**config.mk**
```make
export PLATFORM = sky130hd
export DESIGN_NAME = slot_deserializer
export DESIGN_NICKNAME = d
export VERILOG_FILES = /design/src/rtl/slot_deserializer.sv
export SDC_FILE = /design/constraint.sdc
export NUM_CORES = 1
export LEC_CHECK = 0
export BUFFER_PORTS_ARGS = -buffer_cell sky130_fd_sc_hd__buf_4
export CORE_UTILIZATION = 53
export CTS_CLUSTER_SIZE = 8
export DETAILED_ROUTE_END_ITERATION = 10
export PLACE_DENSITY = 0.77
export REMOVE_ABC_BUFFERS = 1
export SLEW_MARGIN = 25
export SYNTH_ARGS = -nofsm -noshare
export SYNTH_HDL_FRONTEND = slang
export SYNTH_SLANG_ARGS = --single-unit
```
**constraint.sdc**
```tcl
create_clock -name ph1 -period 4 [get_ports ph1]
set_input_delay 0.2 -clock ph1 [delete_from_list [all_inputs] [get_ports ph1]]
set_output_delay 0.2 -clock ph1 [all_outputs]
set_load 0.1 [all_outputs]
```
**src/rtl/slot_deserializer.sv**
```systemverilog
// slot_deserializer: assembles four W-bit slot words (slot 0..3, in_last on
// slot 3) into one 4*W frame {w3,w2,w1,w0}, with sequence checking.
// Ports: ph1/reset_n clock and async active-low reset; in_valid/in_ready/
// in_slot/in_last/in_data slot-word input; out_valid/out_ready/out_data frame
// output; sync_err one-cycle violation pulse; frame_cnt delivered frames
// (wraps); err_cnt saturating violation count.
module slot_deserializer #(
    parameter int W = 8
) (
    input  logic           ph1,
    input  logic           reset_n,
    input  logic           in_valid,
    output logic           in_ready,
    input  logic [1:0]     in_slot,
    input  logic           in_last,
    input  logic [W-1:0]   in_data,
    output logic           out_valid,
    input  logic           out_ready,
    output logic [4*W-1:0] out_data,
    output logic           sync_err,
    output logic [7:0]     frame_cnt,
    output logic [3:0]     err_cnt
);

    localparam logic [1:0] HUNT    = 2'd0;
    localparam logic [1:0] COLLECT = 2'd1;
    localparam logic [1:0] HOLD    = 2'd2;

    logic [1:0]   state;
    logic [1:0]   exp;
    logic [W-1:0] w0;
    logic [W-1:0] w1;
    logic [W-1:0] w2;

    logic       accept;
    logic       take;
    logic       beat_start;
    logic       beat_ok;
    logic       beat_end;
    logic [1:0] cur;

    assign out_valid = (state == HOLD);
    assign in_ready  = !(out_valid && !out_ready);
    assign take      = out_valid && out_ready;
    assign accept    = in_valid && in_ready;

    assign beat_start = accept && (in_slot == 2'd0) && !in_last;
    assign beat_ok    = accept && (in_slot == exp) && (exp != 2'd3)
                        && !in_last;
    assign beat_end   = accept && (in_slot == 2'd3) && (exp == 2'd3)
                        && in_last;

    // A frame consumed this cycle frees the FSM, so a beat arriving on the
    // same edge is judged by the HUNT rules.
    assign cur = take ? HUNT : state;

    always_ff @(posedge ph1 or negedge reset_n) begin
        if (!reset_n) begin
            state     <= HUNT;
            exp       <= 2'd0;
            w0        <= '0;
            w1        <= '0;
            w2        <= '0;
            out_data  <= '0;
            sync_err  <= 1'b0;
            frame_cnt <= 8'd0;
            err_cnt   <= 4'd0;
        end else begin
            sync_err <= 1'b0;
            if (take) begin
                frame_cnt <= frame_cnt + 8'd1;
                state     <= HUNT;
            end
            if (cur == HUNT) begin
                if (beat_start) begin
                    w0    <= in_data;
                    exp   <= 2'd1;
                    state <= COLLECT;
                end
            end else if (cur == COLLECT && accept) begin
                unique case (1'b1)
                    beat_ok: begin
                        case (exp)
                            2'd1:    w1 <= in_data;
                            2'd2:    w2 <= in_data;
                            default: ;
                        endcase
                        exp <= exp + 2'd1;
                    end
                    beat_end: begin
                        out_data <= {in_data, w2, w1, w0};
                        exp      <= 2'd0;
                        state    <= HOLD;
                    end
                    default: begin
                        sync_err <= 1'b1;
                        if (err_cnt != 4'hf)
                            err_cnt <= err_cnt + 4'd1;
                        // A fresh slot 0 resynchronises immediately.
                        if (beat_start) begin
                            w0  <= in_data;
                            exp <= 2'd1;
                        end else begin
                            exp   <= 2'd0;
                            state <= HUNT;
                        end
                    end
                endcase
            end
        end
    end

endmodule
```
# After elaboration in Yosys (flattened, before gate mapping)
# Cells that the tools add are included.
[word_totals]
wordCells = 68
in_bits = 15
output_inout_bits = 47
reg_bits = 73
[op_classes]
n_reduce_logical = 25
add_sub_neg = 3
bitwise_logic = 2
n_eq_ne = 11
muxes = 18
[op_table]
columns = ["op", "n"]
rows = [
  ["8-bit 2-to-1 mux", 4],
  ["2-bit 2-to-1 mux", 8],
  ["1-bit logical AND", 12],
  ["4-bit AND reduction", 3],
  ["8-bit by 1-bit adder with 8-bit output, second input constant", 1],
  ["2-bit equality test, second input constant", 4],
  ["2-bit case mux with 2 select lines", 2],
  ["4-bit by 1-bit adder with 4-bit output, second input constant", 1],
  ["2-bit by 1-bit equality test with 1-bit output, second input constant", 2],
  ["2-bit logical NOT", 2],
  ["1-bit 2-to-1 mux", 4],
  ["2-bit inequality test, second input constant", 2],
  ["4-bit inequality test, second input constant", 1],
  ["2-bit AND reduction", 2],
  ["1-bit logical NOT", 3],
  ["3-bit AND reduction", 1],
  ["2-bit by 1-bit adder with 2-bit output, second input constant", 1],
  ["2-bit equality test", 1],
  ["2-bit by 1-bit inequality test with 1-bit output, second input constant", 1],
  ["1-bit NOT", 2],
  ["2-bit nonzero test", 1],
  ["2-bit OR reduction", 1],
]

# Longest topological paths before layout
[depth]
word_depth = 11
depth_mapped = 5

# Least setup slack after synthesis
# Ideal clock, no wire load.
[synth_path]
path_kind = "reg2out"
from = "register state[1]"
to = "output in_ready"
setup_slack_ns = 0.924
path_buffers = 0
t_arrival_ns = 2.876
path_stages_with_launch = 3
cell_sequence = "dfrtp_1 -> nor2b_1 -> nand2b_1"
[synth_between]
elab_chain_len = 3
[synth_rtl]
columns = ["item", "line_no", "text"]
rows = [
  ["start: declaration", "29", "logic [1:0] state;"],
  ["start signal: assignment", "59", "state <= HUNT;"],
  ["start signal: assignment", "72", "state <= HUNT;"],
  ["start signal: assignment", "78", "state <= COLLECT;"],
  ["2-bit equality test", "42", "assign out_valid = (state == HOLD);"],
  ["via out_valid", "17", "output logic out_valid,"],
  ["1-bit logical AND", "43", "assign in_ready = !(out_valid && !out_ready);"],
  ["1-bit logical NOT", "43", ""],
  ["end: declaration", "13", "output logic in_ready,"],
]
# The timed path passes the listed nets, and every way through them passes these cells.

# Worst setup path in the final report
[layout_path]
from = "register exp[0]"
to = "register w0[4]"
[layout_between]
elab_chain_len = 7
word_cells_on_any_way = 11
classes_between = "eq/ne (4); reduce/logical (7)"
[layout_rtl]
columns = ["item", "line_no", "text"]
rows = [
  ["start: declaration", "30", "logic [1:0] exp;"],
  ["start signal: assignment", "88", "exp <= exp + 2'd1;"],
  ["2-bit equality test", "48", "assign beat_ok = accept && (in_slot == exp) && (exp != 2'd3)"],
  ["1-bit logical AND (2 in a row)", "48", ""],
  ["1-bit logical AND", "49", "&& !in_last;"],
  ["2-bit OR reduction (no line) *", "n/a", ""],
  ["2-bit by 1-bit inequality test with 1-bit output (no line) *", "n/a", ""],
  ["2-bit AND reduction (no line) *", "n/a", ""],
  ["end signal: assignment", "76", "w0 <= in_data;"],
  ["end signal: assignment", "101", "w0 <= in_data;"],
  ["end: declaration", "31", "logic [W-1:0] w0;"],
]
# Mark *: on every way between the ends. The rest lies on a longest branch, timed or not.
# A chain may end at the register's enable or synchronous reset.

==> results.toml <==
[placement]
preCtsSetupSlack_ps = 1830
hpwl_um = 3480
port_buffers = 61
place_congestion = 0.724

[logic_synthesis]
synthTopCellsByArea = "dfrtp_1, mux2_2, mux2_4"
yosysTopAreaCellShare_pct = 59.7
synth.avg_cell_area_um2 = 15.4
synth_edf_count = 0
synth.cell_area_um2 = 3060
syn_inst = 199
ys_warn_count = 0
synth_cell_types = 36
yosysMostFrequentCell = "dfrtp_1"
synth-seq-cells = 73
ys.flop_type = "dfrtp_1"
synth_commonest_cells = "dfrtp_1, mux2_2, mux2_4"
ys_seq_area_share_pct = 59.7
post-synth-top-area-cell = "dfrtp_1"
synthArstFlopShare_pct = 100

[clock_network]
cts_resized = 0
clkSlewWorstSetupHoldPaths_ps = 70
htreeDepth = 3
clk_path_buf_depth = 2
clockRootBuffer = "clkbuf_8"
clock_latency_ps = 340
cts_tree = "yes"
cts_setup_buffers = 0
numCtsBuffers = 9
holdBufCountCts = 0
cts.sinks = 73

[grt]
overflow = 0
grtUsageTotal_pct = 20.0
antenna_found_initial = 0
grt_pass1_vias = 1793
grt_pass1_wl_um = 9080
grt_max_degree = 74

[die]
die_area_um2 = 6080
die_w_um = 78.0
core_um2 = 5540
io-pin-count = 62
fp.dieH_um = 78.0
fp-row-count = 27
start_util_pct = 55.2

[route]
routed_via_density = 5.41
routed_wl_um = 5300
drt-pass1-iter-count = 4
first_iter_violations = 84
post_drt_wl_per_cell_um = 15.4
drc_errors = 0
vias = 1860
ant_nets = 0

[setup_path]
critPathKind = "reg -> reg"
crit_required_ps = 4220
regToRegSetupSlack_ps = 1810
crit_path_end_kind = "flip-flop"
slowest_delay_ps = 610
r2r-start = "exp[0]$_DFFE_PN0P_"
arrival_ps = 2400
crit_slowest_cell = "o31ai_4"
crit_path_cell_trace = "ha_1 -> or3_4 -> o31ai_4 -> mux2_4"
reg2reg_depth = 4
r2r_end = "w0[4]$_DFFE_PN0P_"
cp_max_fo = 8
start_kind = "flip-flop"

[power]
leakage_nw = 1.99
power.density_nw_per_um2 = 462
ir_drop_uv = 407

[timing]
fin_skew_ps = 5.38
fin_crit_ps = 2190
clock.fmax_mhz = 457
drv_slew = 0
hold_viol = 32
relSlewSlack_pct = 40.6
final.setup.tns_ps = 0
setup_viol = 0
rsz0062_at_grt = "false"
holdWs_ps = -24.0
tightest_slew_ps = 891
fin_ws_ps = 1810
min_period_over_period_pct = 54.7

[final_layout]
layout-drive-gt1-share_pct = 52.9
fin_nets = 287
area_delta_synth_final_pct = 25.2
fin_util_pct = 69.1
n_antenna_cell = 0

[min_path]
worstHoldPathType = "in -> async"

[job]
drv_cap = 0

[outcome]
failed_checks = "hold timing"
status = "finished, violations left"
==> flip-flops by register name, summed over array words and instances, names as in the netlist <==
name and flops:
out_data 32, err_cnt 4, state 2, sync_err 1, frame_cnt 8, w2 8, w0 8, exp 2
w1 8
==> critical path: cells and delay by family (launching register included) <==
kind,cells,cell delay (ps)
flops,1,440
compound gates,1,610
mux,1,360
simple gates,1,390
fa+ha+maj,1,280
==> logic make-up after synthesis <==
kind of cell	Yosys count	synth area share (%)
mux	60	23.1
xor+xnor	10	2.86
simple gates	34	8.34
flops	73	59.7
compound gates	10	2.99
buf+inv	7	0.982
fa+ha+maj	5	2.04
==> metal layers <==
layer / up-vias / part of all wire, % / global-route usage (%)
met5: - / 0 / 0
met3: 12 / 3.8 / 4.00
met1: 944 / 44 / 27.3
li1: 858 / - / -
met2: 46 / 50 / 30.7
met4: 0 / 2.4 / 10.0
==> through the flow <==
step                instances  power [mW]  cell area [µm²]
finish                    344        1.77             3830
floorplan                 194        1.03             3040
detailed placement        328        1.11             3590
CTS                       344        1.79             3830
global placement          328        1.10             3590
global route              344        1.85             3830
==> worst max path at each step <==
stage | startpoint | end | slack (ps) | depth (start not counted)
global route | exp[0]$_DFFE_PN0P_ | w0[4]$_DFFE_PN0P_ | 1730 | 4
global placement | exp[1]$_DFFE_PN0P_ | w0[7]$_DFFE_PN0P_ | 1840 | 4
finish | exp[0]$_DFFE_PN0P_ | w0[4]$_DFFE_PN0P_ | 1810 | 4
floorplan | state[1]$_DFF_PN0_ | in_ready | 920 | 2
CTS | exp[0]$_DFFE_PN0P_ | w0[4]$_DFFE_PN0P_ | 1780 | 4
detailed placement | exp[0]$_DFFE_PN0P_ | w0[1]$_DFFE_PN0P_ | 1830 | 4
==> cells in the final DEF, fill, tap and decap left out, types with 2 or more instances in the layout <==
master | synthesis | layout
a21oi_1 | 2 | 2
and3b_1 | 2 | 2
buf_4 | 0 | 62
bufinv_16 | 0 | 3
clkbuf_1 | 2 | 2
clkbuf_8 | 0 | 9
dfrtp_1 | 73 | 73
ha_1 | 5 | 5
inv_1 | 2 | 2
mux2_2 | 52 | 52
mux2_4 | 8 | 8
nand2_1 | 2 | 2
nand2b_1 | 6 | 6
nand3_1 | 3 | 3
nand3_4 | 2 | 2
nand4_1 | 3 | 3
nor2_1 | 3 | 2
nor2b_1 | 2 | 2
nor3_1 | 2 | 2
xnor2_1 | 5 | 5
xor2_1 | 5 | 5
==> where the power goes <==
part / internal, mW / switching [mW]
registers: 0.789 / 0.0401
logic: 0.0908 / 0.172
clock network: 0.415 / 0.264
==> layout make-up <==
| type | count | area [µm²] |
|---|---|---|
| fill | 414 | 1710 |
| multi-input combinational | 119 | 1200 |
| sequential | 73 | 1830 |
| inverter | 2 | 7.51 |
| timing repair buffer | 62 | 465 |
| tap | 72 | 90.1 |
| clock inverter | 5 | 104 |
| clock buffer | 11 | 131 |
Power figures use the tool's default switching activity.
